### config.mk
export PLATFORM = sky130hd
export DESIGN_NAME = adam_pause_seq_flat
export DESIGN_NICKNAME = d
export VERILOG_FILES = /design/src/rtl/adam_pause_seq_if.sv /design/src/rtl/adam_pause_seq.sv /design/src/flat_wrapper.sv
export SDC_FILE = /design/constraint.sdc
export NUM_CORES = 1
export LEC_CHECK = 0
export BUFFER_PORTS_ARGS = -buffer_cell sky130_fd_sc_hd__buf_2
export CORE_ASPECT_RATIO = 0.8
export CORE_MARGIN = 2
export CORE_UTILIZATION = 58
export CTS_CLUSTER_SIZE = 30
export DETAILED_ROUTE_END_ITERATION = 12
export PLACE_DENSITY = 0.85
export SYNTH_ARGS = -nofsm -noshare
export SYNTH_HDL_FRONTEND = slang
export SYNTH_SLANG_ARGS = --single-unit
### constraint.sdc
create_clock -name clk -period 2.9 [get_ports clk]
set_input_delay 0 -clock clk [delete_from_list [all_inputs] [get_ports clk]]
set_output_delay 0 -clock clk [all_outputs]
set_load 0.02 [all_outputs]
### src/rtl/adam_pause_seq_if.sv
// Bundle shared by the pause sequencer, the system pause controller and the peripheral group.
// The slave modport is the sequencer's view; the master modport drives requests and acks.
interface adam_pause_seq_if #(
  parameter int unsigned NO_PERIPHS = 4
);
  localparam int unsigned IdxW = (NO_PERIPHS > 1) ? $clog2(NO_PERIPHS) : 1;

  logic                  pause_req;
  logic                  pause_ack;
  logic [NO_PERIPHS-1:0] skip;
  logic [NO_PERIPHS-1:0] periph_pause_req;
  logic [NO_PERIPHS-1:0] periph_pause_ack;
  logic                  err;
  logic [IdxW-1:0]       err_idx;

  modport master (
    output pause_req,
    output skip,
    output periph_pause_ack,
    input  pause_ack,
    input  periph_pause_req,
    input  err,
    input  err_idx
  );

  modport slave (
    input  pause_req,
    input  skip,
    input  periph_pause_ack,
    output pause_ack,
    output periph_pause_req,
    output err,
    output err_idx
  );
endinterface

### src/rtl/adam_pause_seq.sv
// Pause sequencer: pauses peripherals one at a time in ascending order, resumes them in
// descending order, with a per-peripheral ack timeout and reversible abort in either direction.
module adam_pause_seq #(
  parameter int unsigned NO_PERIPHS = 4,
  parameter int unsigned TIMEOUT    = 1024
) (
  input logic              clk,
  input logic              rst,
  adam_pause_seq_if.slave  bus_io
);

  localparam int unsigned IdxW = (NO_PERIPHS > 1) ? $clog2(NO_PERIPHS) : 1;
  localparam int unsigned CntW = (TIMEOUT > 0) ? $clog2(TIMEOUT + 1) : 1;

  localparam logic [IdxW-1:0] LastIdx = IdxW'(NO_PERIPHS - 1);
  // Step completes on the edge where the counter would reach TIMEOUT.
  localparam logic [CntW-1:0] TmoLim  = CntW'((TIMEOUT > 0) ? TIMEOUT - 1 : 0);

  typedef enum logic [1:0] {
    StRun,
    StPausing,
    StPaused,
    StResuming
  } state_e;

  state_e                state_q, state_d;
  logic [IdxW-1:0]       idx_q, idx_d;
  logic [CntW-1:0]       cnt_q, cnt_d;
  logic [NO_PERIPHS-1:0] skip_q, skip_d;
  logic [NO_PERIPHS-1:0] req_q, req_d;
  logic                  ack_q, ack_d;
  logic                  err_q, err_d;
  logic [IdxW-1:0]       err_idx_q, err_idx_d;

  logic            cur_skip;
  logic            cur_ack;
  logic            tmo_hit;
  logic [IdxW-1:0] idx_inc;
  logic [IdxW-1:0] idx_dec;

  always_comb begin
    cur_skip = skip_q[idx_q];
    cur_ack  = bus_io.periph_pause_ack[idx_q];
    tmo_hit  = (TIMEOUT != 0) && (cnt_q >= TmoLim);
    idx_inc  = idx_q + 1'b1;
    idx_dec  = idx_q - 1'b1;
  end

  always_comb begin
    state_d   = state_q;
    idx_d     = idx_q;
    cnt_d     = cnt_q;
    skip_d    = skip_q;
    req_d     = req_q;
    ack_d     = ack_q;
    err_d     = err_q;
    err_idx_d = err_idx_q;

    unique case (state_q)
      StRun: begin
        if (bus_io.pause_req) begin
          state_d = StPausing;
          idx_d   = '0;
          cnt_d   = '0;
          skip_d  = bus_io.skip;
          if (!bus_io.skip[0]) req_d[0] = 1'b1;
        end
      end

      StPausing: begin
        if (!bus_io.pause_req) begin
          // Abort: unwind from the current index without re-latching skip.
          state_d = StResuming;
          cnt_d   = '0;
          if (!cur_skip) req_d[idx_q] = 1'b0;
        end else if (cur_skip || cur_ack || tmo_hit) begin
          if (!cur_skip && !cur_ack) begin
            err_d     = 1'b1;
            err_idx_d = idx_q;
          end
          cnt_d = '0;
          if (idx_q == LastIdx) begin
            state_d = StPaused;
            ack_d   = 1'b1;
          end else begin
            idx_d = idx_inc;
            if (!skip_q[idx_inc]) req_d[idx_inc] = 1'b1;
          end
        end else if (cnt_q != '1) begin
          cnt_d = cnt_q + 1'b1;
        end
      end

      StPaused: begin
        if (!bus_io.pause_req) begin
          state_d = StResuming;
          idx_d   = LastIdx;
          cnt_d   = '0;
          skip_d  = bus_io.skip;
          if (!bus_io.skip[NO_PERIPHS-1]) req_d[NO_PERIPHS-1] = 1'b0;
        end
      end

      StResuming: begin
        if (bus_io.pause_req) begin
          // Re-pause from the current index; the group is no longer fully paused.
          state_d = StPausing;
          ack_d   = 1'b0;
          cnt_d   = '0;
          if (!cur_skip) req_d[idx_q] = 1'b1;
        end else if (cur_skip || !cur_ack || tmo_hit) begin
          if (!cur_skip && cur_ack) begin
            err_d     = 1'b1;
            err_idx_d = idx_q;
          end
          cnt_d = '0;
          if (idx_q == '0) begin
            state_d = StRun;
            ack_d   = 1'b0;
          end else begin
            idx_d = idx_dec;
            if (!skip_q[idx_dec]) req_d[idx_dec] = 1'b0;
          end
        end else if (cnt_q != '1) begin
          cnt_d = cnt_q + 1'b1;
        end
      end

      default: state_d = StRun;
    endcase
  end

  always_ff @(posedge clk) begin
    if (rst) begin
      state_q   <= StRun;
      idx_q     <= '0;
      cnt_q     <= '0;
      skip_q    <= '0;
      req_q     <= '0;
      ack_q     <= 1'b0;
      err_q     <= 1'b0;
      err_idx_q <= '0;
    end else begin
      state_q   <= state_d;
      idx_q     <= idx_d;
      cnt_q     <= cnt_d;
      skip_q    <= skip_d;
      req_q     <= req_d;
      ack_q     <= ack_d;
      err_q     <= err_d;
      err_idx_q <= err_idx_d;
    end
  end

  assign bus_io.periph_pause_req = req_q;
  assign bus_io.pause_ack        = ack_q;
  assign bus_io.err              = err_q;
  assign bus_io.err_idx          = err_idx_q;

endmodule

### src/flat_wrapper.sv
// flat-port wrapper written by rule: the top's interface ports become plain ports
module adam_pause_seq_flat 
#(
  parameter int unsigned NO_PERIPHS = 4,
  parameter int unsigned TIMEOUT    = 1024
)
  (clk, rst, bus_io_pause_req, bus_io_skip, bus_io_periph_pause_ack, bus_io_pause_ack, bus_io_periph_pause_req, bus_io_err, bus_io_err_idx);
  adam_pause_seq_if #(.NO_PERIPHS(NO_PERIPHS)) bus_io_i ();
  input logic clk;
  input logic rst;
  input wire logic [$bits(bus_io_i.pause_req)-1:0] bus_io_pause_req;
  input wire logic [$bits(bus_io_i.skip)-1:0] bus_io_skip;
  input wire logic [$bits(bus_io_i.periph_pause_ack)-1:0] bus_io_periph_pause_ack;
  output wire logic [$bits(bus_io_i.pause_ack)-1:0] bus_io_pause_ack;
  output wire logic [$bits(bus_io_i.periph_pause_req)-1:0] bus_io_periph_pause_req;
  output wire logic [$bits(bus_io_i.err)-1:0] bus_io_err;
  output wire logic [$bits(bus_io_i.err_idx)-1:0] bus_io_err_idx;
  assign bus_io_i.pause_req = bus_io_pause_req;
  assign bus_io_i.skip = bus_io_skip;
  assign bus_io_i.periph_pause_ack = bus_io_periph_pause_ack;
  assign bus_io_pause_ack = bus_io_i.pause_ack;
  assign bus_io_periph_pause_req = bus_io_i.periph_pause_req;
  assign bus_io_err = bus_io_i.err;
  assign bus_io_err_idx = bus_io_i.err_idx;
  adam_pause_seq #(.NO_PERIPHS(NO_PERIPHS), .TIMEOUT(TIMEOUT)) u_core (.clk(clk), .rst(rst), .bus_io(bus_io_i));
endmodule
======== Word-level counts from Yosys, hierarchy flattened ========
Cells that the tools add are included.
word-level totals
  ROM bits ................................ 0
  latch bits .............................. 0
  memories kept ........................... 0
  RAM bits ................................ 0
  input port bits ......................... 11
  bits in registers ....................... 27
cells by class
  multiply operators ...................... 0
  $lt $le $gt $ge ......................... 7
  divide/modulo/power cells ............... 0
  eq/ne operators ......................... 28
  add/sub/neg operators ................... 3
  mux-type cells .......................... 80
  reduce and logical (&&, ||, !) cells .... 26
  bitwise logic cells ..................... 6
  shift-type cells ........................ 0
operators by type and width
  kind                                                                  count
  two-way mux 11 bit                                                    7
  two-way mux 4 bit                                                     12
  one-hot mux 11 bit (4 select lines)                                   1
  two-way mux 2 bit                                                     21
  two-way mux 1 bit                                                     23
  AND reduction 11 bit                                                  2
  inequality test 3 bit (second input constant)                         6
  inequality test 2 bit (second input constant)                         8
  one-hot mux 2 bit (4 select lines)                                    2
  inequality test 3 x 2 -> 1 bit (second input constant)                4
  AND reduction 6 bit                                                   2
  adder 11 x 1 -> 11 bit (second input constant)                        1
  greater-or-equal comparator 11 x 10 -> 1 bit (second input constant)  1
  inequality test 11 bit (second input constant)                        1
  inequality test 2 x 1 -> 1 bit (second input constant)                5
  less-than comparator 2 x 3 -> 1 bit (second input constant)           3
  AND reduction 9 bit                                                   1
  AND 4 bit                                                             2
  binary-select mux 1 bit (select 2 bit)                                4
  NOT 4 bit                                                             2
  OR 4 bit                                                              2
  one-hot mux 2 bit (2 select lines)                                    2
  one-hot mux 4 bit (2 select lines)                                    1
  AND reduction 8 bit                                                   1
  17 further kinds                                                      36

======== Depth between registers and ports, before layout ========
Gate-level depths: netlist of the first run.
  depth in word-level cells ............... 12
  gate-level depth with buffers ........... 10
  mapped depth without buffers ............ 7

======== Least setup slack after synthesis of the first run ========
OpenSTA, ideal clock, no wires.
  path type ............................... register -> register
  start point ............................. register u_core.idx_q[0]
  end point ............................... register u_core.req_q[1] (netlist: u_core.bus_io.periph_pause_req[1])
  data required time ...................... 2.772 ns
  stages on the path, launching flop included .. 9
  library setup time ...................... 0.128 ns
  setup slack ............................. 0.686 ns
  data arrival time ....................... 2.086 ns
  cells stage by stage .................... dfxtp_1 -> buf_6 -> inv_1 -> ha_1 -> mux4_1 -> a22oi_1 -> a22o_1 -> o211ai_1 -> mux2i_1
between the ends
  longest elaborated chain between the ends .. 12
  elaborated cells on any way between the ends .. 58
  classes of those cells .................. 2 x add/sub; 6 x order compare; 9 x eq/ne; 25 x mux; 6 x bitwise; 10 x reduce/logical
ends and longest elaborated chain
  element                                                                                                                  RTL line               text
  start, declared                                                                                                          adam_pause_seq.sv:27   logic [IdxW-1:0] idx_q, idx_d;
  start signal, assigned                                                                                                   adam_pause_seq.sv:145  idx_q <= idx_d;
  subtractor 2 x 1 -> 2 bit                                                                                                adam_pause_seq.sv:46   idx_dec = idx_q - 1'b1;
  less-than comparator 2 x 3 -> 1 bit (not written as such) or greater-or-equal comparator 2 x 1 -> 1 bit (tied branches)  adam_pause_seq.sv:122  if (!skip_q[idx_dec]) req_d[idx_dec] = 1'b0;
  logical AND 1 bit (not written as such)                                                                                  adam_pause_seq.sv:122
  two-way mux 1 bit (not written as such)                                                                                  adam_pause_seq.sv:122
  demux 1 bit (select 2 bit)                                                                                               -
  NOT 4 bit (no source line)                                                                                               -
  AND 4 bit (no source line)                                                                                               -
  two-way mux 4 bit                                                                                                        adam_pause_seq.sv:122
  two-way mux 4 bit                                                                                                        adam_pause_seq.sv:117  if (idx_q == '0) begin
  two-way mux 4 bit                                                                                                        adam_pause_seq.sv:111  end else if (cur_skip || !cur_ack || tmo_hit) begin
  two-way mux 4 bit                                                                                                        adam_pause_seq.sv:105  if (bus_io.pause_req) begin
  one-hot mux 2 bit (2 select lines)                                                                                       adam_pause_seq.sv:59   unique case (state_q)
  end signal, assigned                                                                                                     adam_pause_seq.sv:148  req_q <= req_d;
  end, declared                                                                                                            adam_pause_seq.sv:30   logic [NO_PERIPHS-1:0] req_q, req_d;
Parallel ways exist; a longest one is shown, timed or not. The select of a mux whose other input is x is not followed.
A chain may end at the register's enable or synchronous reset.

======== Final worst setup path of the first run ========
Same ends and word-level chain as after synthesis.

==> metrics, run 1 <==
status complete, no violations; CTS tree yes; Worst-Skew Late Latency 0.28 ns; fmax 393 MHz; Hold WC Path Type in -> reg; wire per inst 16.2 µm; RSZ-0062 raised after global routing no; initial antenna violation count 0; relative slew slack 59.1%; Hold Crit Depth 2; Syn Area/Cell 8.65 µm²; All-Layer GR Usage 27.2%; WS Path Type reg -> reg; routed vias/inst 6.20; crit path DAT 2.71 ns; layout cells sized above 1 14.8%; Clock Pin Slew Worst Setup and Hold Paths 0.09 ns; RR Startpoint u_core.idx_q[0]; Slew Viols, Final 0; sum of negative setup slack 0 ns; Num CTS Buffers 3; clock skew 0.00562 ns; hpwl dp 3020 µm; post-synthesis register bit count 27; reg2reg setup slack 0.36 ns; Yosys cell types 45; CP Max Fanout 10; Worst-Margin Slew 0.596 ns; IO Pins 19; Initial Util 60.3%; Hold Path End u_core.state_q[1]; cells after synthesis 215; DR pass1 iterations 4; critical path required time 3.06 ns; largest net degree at the start of global routing 25; total wire length 4350 µm; nature of the critical path endpoint register; final period utilization 87.7%; root buf cell clkbuf_8; final hold viol count 0; DIE WIDTH 67.3 µm; drt drc 0; Post-synth ARST share 0%; initial detailed-routing violation count 96; Synth area leaders dfxtp_1, mux2i_1, ha_1; area occupied by multi-input gates 0.00122 mm²; Max-cap violations 0; post-synth top area cell dfxtp_1; share of the synthesized area in the top cell type 29.1%; Die Y 54.7 µm; synth cell count leaders dfxtp_1, nor2_1, nand2_1; gr ovfl total 0; PortBufs 18; antenna-violating nets left 0; static leakage 0.789 nW; synthesis-to-layout area growth 8.74%; Period minus WS final 2.54 ns; Rows 18; CTS Sinks 27; number of flops mapped to enable cells by yosys 0; sequential share of the synthesized area 29.1%; vias after detailed routing 1,668; Reg2Reg Capture Point u_core.bus_io.periph_pause_req[1]; Die Area 0.00368 mm²; H-Tree Depth 1; Setup-failing EPs final 0; YS warnings 0; Reg area 541 µm²; HP Start rst; r2r worst-path depth 7; worst ir drop on vdd 0.479 mV; crit start category register; ANT cells 0; via count of the first global-routing pass 1,517; nets@finish 251; syn_nets 236; synthesized area 0.00186 mm²; utilization after layout 65.6%; Bufs on Longest Clock Path 2; fillers 263; top_reg_cell synth dfxtp_1; first-pass GRT wire length 7340 µm; P per Cell Area 749 mW/mm²; post_cts resized 0; Core ar. 0.00309 mm²; gp weighted congestion 0.889
[power by group]
part           switching, W  leakage, nW  internal (W)
combinational      0.000461        0.544      0.000340
sequential        0.0000710        0.219      0.000425
clock              0.000123       0.0255     0.0000966
[state kept, by name, indices dropped and copies added, names as in the netlist]
register / flops
u_core.bus_io.err: 1
u_core.bus_io.err_idx: 2
u_core.bus_io.pause_ack: 1
u_core.bus_io.periph_pause_req: 4
u_core.cnt_q: 11
u_core.idx_q: 2
u_core.skip_q: 4
u_core.state_q: 2
[per-layer routing]
metal  track usage (%)  share of wire (%)
met5                 0                  0
met3              6.58                6.2
met2              42.1                 45
met4              11.6                2.4
met1              36.4                 47
[logic make-up (layout without fill, tap and decap cells)]
family                   count (synthesis)  after routing  synth area share, %
AND/OR/NAND/NOR                         76             76                 19.8
AO/OA/AOI/OAI                           61             61                 24.7
flip-flops                              27             27                 29.1
multiplexers                            21             21                 14.5
buffers and inverters                   20             34                 5.25
adder cells (fa/ha/maj)                 10             10                 6.72
[metrics by stage]
stage / total power [W] / cells / setup slack [ns] / hold WS [ns] / instance area, µm²
2_1_floorplan: 0.00112 / 215 / 0.686 / 0.147 / 1860
5_1_grt: 0.00164 / 269 / 0.111 / 0.154 / 2020
6_report: 0.00152 / 269 / 0.357 / 0.137 / 2020
3_3_place_gp: 0.00126 / 261 / 0.454 / 0.240 / 1940
4_1_cts: 0.00151 / 269 / 0.360 / 0.131 / 2020
3_5_place_dp: 0.00128 / 261 / 0.391 / 0.243 / 1940
[worst max-delay path by stage]
stage	from	endpoint	slack (ns)	depth (start not counted)
after floorplan	u_core.idx_q[0]	u_core.bus_io.periph_pause_req[1]	0.69	8
after global placement	u_core.idx_q[0]	u_core.bus_io.periph_pause_req[1]	0.45	7
after detailed placement	u_core.idx_q[0]	u_core.bus_io.periph_pause_req[0]	0.39	7
after CTS	u_core.idx_q[0]	u_core.bus_io.periph_pause_req[0]	0.36	7
after global routing	u_core.idx_q[0]	u_core.bus_io.periph_pause_req[1]	0.11	7
final	u_core.idx_q[0]	u_core.bus_io.periph_pause_req[1]	0.36	7
[critical path, stage by stage (launching register included)]
cell	delay, ns
dfxtp_1	0.56
inv_1	0.12
ha_1	0.38
mux4_1	0.56
a22oi_1	0.20
a22o_1	0.25
o211ai_1	0.18
mux2i_1	0.16
[layout by cell type (no fill, tap or decap), types with 9 or more instances in the layout]
cell and count:
a21oi_1 10, a31oi_1 10, buf_2 18, dfxtp_1 27
ha_1 10, mux2i_1 16, nand2_1 18, nand2b_1 9
nor2_1 27
[what timing repair did]
action / 4_1_cts / 5_1_grt
hold endpoints to repair: 4 / 0
setup buffers: 0 / 0
hold buffers: 4 / 0
[cell type report]
type                            instances  share of cell area, %
Multi-Input combinational cell        168                   60.4
Sequential cell                        27                   26.7
Timing Repair Buffer                   23                   6.80
Tap cell                               40                   2.47
Clock buffer                            3                   2.04
Inverter                                7                   1.30
Clock inverter                          1                  0.247
No activity file was read; power rests on OpenSTA's default activity.
==> run 2: changes to the inputs <==
CAP_MARGIN = 20   (was not set)
CORE_UTILIZATION = 53   (was 58)
PLACE_DENSITY = 0.82   (was 0.85)
clock period = 2.3 ns   (was 2.9 ns; I/O delays follow)
==> run 2 against run 1 <==
Routed wire length increased by 0.48%. Design area increased by 5.7%. Cell count increased by 5.6%. First-iteration DRC count increased by 42%. Critical path type unchanged. Largest cell class unchanged. Largest power group unchanged.
==> metrics, run 2 (synthesis results as in run 1) <==
sum of negative setup slack 0 ns; final hold viol count 0; Worst-Skew Late Latency 0.28 ns; Hold WC Path Type in -> reg; DIE WIDTH 70.2 µm; post-route cell area 0.00214 mm²; critical path required time 2.46 ns; CTS Sinks 27; Rows 19; RR Startpoint u_core.idx_q[0]; status complete, no violations; Slew Viols, Final 0; Placed Instances 276; DR pass1 iterations 5; antenna-violating nets left 0; routed vias/inst 6.04; Initial Util 54.7%; Reg2Reg Capture Point u_core.bus_io.periph_pause_req[1]; Crit. Startpoint u_core.idx_q[0]; initial detailed-routing violation count 136; nature of the critical path endpoint register; gp weighted congestion 0.887; total wire length 4370 µm; WS Path Type reg -> reg; IO Pins 19; vias after detailed routing 1,716; Num CTS Buffers 3; layout cells sized above 1 19.8%; Core ar. 0.00340 mm²; PortBufs 18; ANT cells 0; Top reg by flops u_core.cnt_q; r2r worst-path depth 7; root buf cell clkbuf_8; static leakage 0.856 nW; crit path to u_core.bus_io.periph_pause_req[1]; crit path DAT 2.37 ns; Bufs on Longest Clock Path 2; initial antenna violation count 0; clock skew 0.00913 ns; P per Cell Area 932 mW/mm²; Setup-failing EPs final 0; Max-cap violations 0; All-Layer GR Usage 23.4%; via count of the first global-routing pass 1,581; fmax 452 MHz; gr ovfl total 0; final period utilization 96.1%; crit start category register; reg2reg setup slack 0.09 ns; commonest cells after routing, fill and taps aside nor2_1, dfxtp_1, buf_2; CTS tree yes; CP Max Fanout 5; largest net degree at the start of global routing 24; setup bufs post-CTS 0; worst ir drop on vdd 0.603 mV; H-Tree Depth 1; Die Y 57.0 µm; Die Area 0.00400 mm²; relative slew slack 63.6%; placed cell areas 0.00205 mm²; nets@finish 264; Period minus WS final 2.21 ns; Worst-Margin Slew 0.545 ns; Clock Pin Slew Worst Setup and Hold Paths 0.10 ns; first-pass GRT wire length 7480 µm; drt drc 0; Largest register FFs 11; hpwl dp 3140 µm; synthesis-to-layout area growth 14.9%; wire per inst 15.4 µm; post-route non-filler standard cell count 284
run 2: what timing repair did:
action | in CTS | in global routing
setup endpoints to repair | 0 | 6
gates resized for setup | 0 | 2
hold endpoints to repair | 4 | 0
hold buffers | 4 | 0
run 2: worst min-delay path by stage:
stage	from	endpoint	slack [ns]	depth (start not counted)
after detailed placement	bus_io_skip[1]	u_core.skip_q[1]	0.24	3
after global routing	rst	u_core.skip_q[1]	0.20	3
final	rst	u_core.idx_q[0]	0.17	3
after floorplan	bus_io_skip[0]	u_core.skip_q[0]	0.15	2
after CTS	rst	u_core.idx_q[0]	0.17	3
after global placement	bus_io_skip[2]	u_core.skip_q[2]	0.24	3
run 2: worst max-delay path, stage by stage (launching register included):
cell      delay [ns]
dfxtp_1         0.38
inv_1           0.08
ha_1            0.31
mux4_1          0.56
a22oi_1         0.23
a22o_2          0.23
o211ai_1        0.15
mux2i_1         0.15
run 2: layout make-up:
class,count,area [µm²]
clock buffers,4,45.0
fillers,297,1260
inverters,7,26.3
multi-input cells,168,1230
flip-flops and latches,27,541
well taps,42,52.6
repair buffers,36,248
run 2: power breakdown:
part | total, W | leakage, nW | switching [W] | internal [W]
Clock | 0.000285 | 0.0228 | 0.000160 | 0.000125
Combinational | 0.00111 | 0.614 | 0.000609 | 0.000498
Sequential | 0.000600 | 0.219 | 0.0000644 | 0.000536
Total | 0.00199 | 0.856 | 0.000834 | 0.00116
run 2: stage by stage:
stage                     hold WS [ns]  utilization [%]  power [W]  worst slack (ns)
after floorplan                  0.147                -    0.00141            0.0863
after global placement           0.236             60.3    0.00166             0.131
after detailed placement         0.243             60.3    0.00169             0.102
after CTS                        0.175             62.8    0.00198            0.0617
after global routing             0.198             62.9    0.00213           -0.0124
final                            0.174             62.9    0.00199            0.0886
run 2: metal layers:
metal	share of wire, %	global-route usage (%)	wire length (µm)
met5	0	0	0
met2	46	38.3	2000
met3	6.1	4.42	265
met1	47	32.5	2070
met4	0.78	5.22	34
==> run 3: changes to the inputs <==
==> constraint.sdc (replaced) <==
create_clock -name clk -period 2.3 [get_ports clk]
set_input_delay 0.69 -clock clk [delete_from_list [all_inputs] [get_ports clk]]
set_output_delay 0.69 -clock clk [all_outputs]
set_load 0.02 [all_outputs]
==> run 3 against run 2 <==
Cell count up 0.70%. Sequential power down 0.7%. Combinational power up 6%.
==> metrics, run 3 (synthesis results as in run 1) <==
via count of the first global-routing pass 1,619; gr ovfl total 0; Die Y 57.0 µm; Top reg by flops u_core.cnt_q; nature of the critical path endpoint register; Worst-Margin Slew 0.527 ns; final period utilization 96.1%; Power, Total 0.00206 W; CTS tree yes; drt drc 0; synthesis-to-layout area growth 16.7%; first-pass GRT wire length 7340 µm; IO Pins 19; RR Startpoint u_core.idx_q[0]; sum of negative setup slack 0 ns; antenna-violating nets left 0; CP Max Fanout 10; final hold viol count 0; post-route non-filler standard cell count 286; ANT cells 0; Rows 19; H-Tree Depth 1; relative slew slack 64.9%; layout cells sized above 1 23.8%; worst ir drop on vdd 0.606 mV; critical path required time 2.51 ns; Worst-Skew Late Latency 0.28 ns; Period minus WS final 2.21 ns; Slew Viols, Final 0; CTS Sinks 27; hpwl dp 3300 µm; setup bufs post-CTS 0; Setup-failing EPs final 0; crit start category register; Bufs on Longest Clock Path 2; Core ar. 0.00340 mm²; crit path DAT 2.42 ns; Initial Util 54.7%; clock skew 0.0107 ns; Hold WC Path Type reg -> reg; Num CTS Buffers 3; commonest cells after routing, fill and taps aside nor2_1, dfxtp_1, buf_4; Crit. Startpoint u_core.idx_q[0]; All-Layer GR Usage 22.6%; PortBufs 18; static leakage 0.872 nW; Max-cap violations 0; initial antenna violation count 0; worst hold margin 0.472 ns; routed vias/inst 5.96; RSZ-0062 raised after global routing yes; gp weighted congestion 0.897; root buf cell clkbuf_8; HP Start u_core.cnt_q[5]; Die Area 0.00400 mm²; Placed Instances 282; DIE WIDTH 70.2 µm; P per Cell Area 947 mW/mm²; WS Path Type reg -> reg; nets@finish 266; total wire length 4290 µm; wire per inst 15.0 µm; status complete, no violations; largest net degree at the start of global routing 24; fmax 452 MHz; placed cell areas 0.00209 mm²; initial detailed-routing violation count 126; DR pass1 iterations 4; Clock Pin Slew Worst Setup and Hold Paths 0.10 ns; post-route cell area 0.00217 mm²; vias after detailed routing 1,705; Largest register FFs 11
run 3: cell types whose count changed in the layout (fill, tap and decap cells not counted), sizes merged:
cell,before,now
clkbuf,4,3
clkinv,0,1
dlygate4sd3,4,0
buf,32,38
run 3: timing repair:
action	CTS	global route
resized for setup	0	5
hold buffers	0	0
setup endpoints to repair	0	12
run 3: stage by stage:
step	setup slack, ns	utilization [%]
after floorplan	0.00370	-
after global placement	-0.101	61.6
after detailed placement	-0.157	61.6
after CTS	0.0603	63.0
after global routing	-0.0194	63.9
final	0.0894	63.9
run 3: per-layer routing:
layer	part of all wire, %	global-route usage (%)
met1	49	31.7
met4	1.2	6.04
met3	5.5	4.42
met5	0	0
met2	44	36.0
run 3: cell type report:
cell class,count,area (µm²)
well taps,42,52.6
repair buffers,38,253
flip-flops and latches,27,541
inverters,7,26.3
multi-input cells,168,1250
clock buffers,3,41.3
clock inverters,1,5.00
fillers,305,1230
run 3: path summary, 6_finish.rpt:
path	to	slack (ns)	depth (start not counted)
max	u_core.cnt_q[6]	0.09	7
min	u_core.cnt_q[5]	0.47	1
max reg2reg	u_core.cnt_q[6]	0.09	7
min reg2reg	u_core.cnt_q[5]	0.47	1
run 3: critical path, stage by stage (launching register included):
cell and delay, ns:
dfxtp_1 0.34, buf_4 0.18, mux4_2 0.58, a311oi_4 0.35
and3_1 0.33, buf_12 0.15, a31oi_1 0.08, a31oi_1 0.15
run 3: report_power, final:
part	total (W)	switching, W	internal (W)
Sequential	0.000596	0.0000597	0.000536
Clock	0.000277	0.000155	0.000122
Combinational	0.00118	0.000641	0.000543
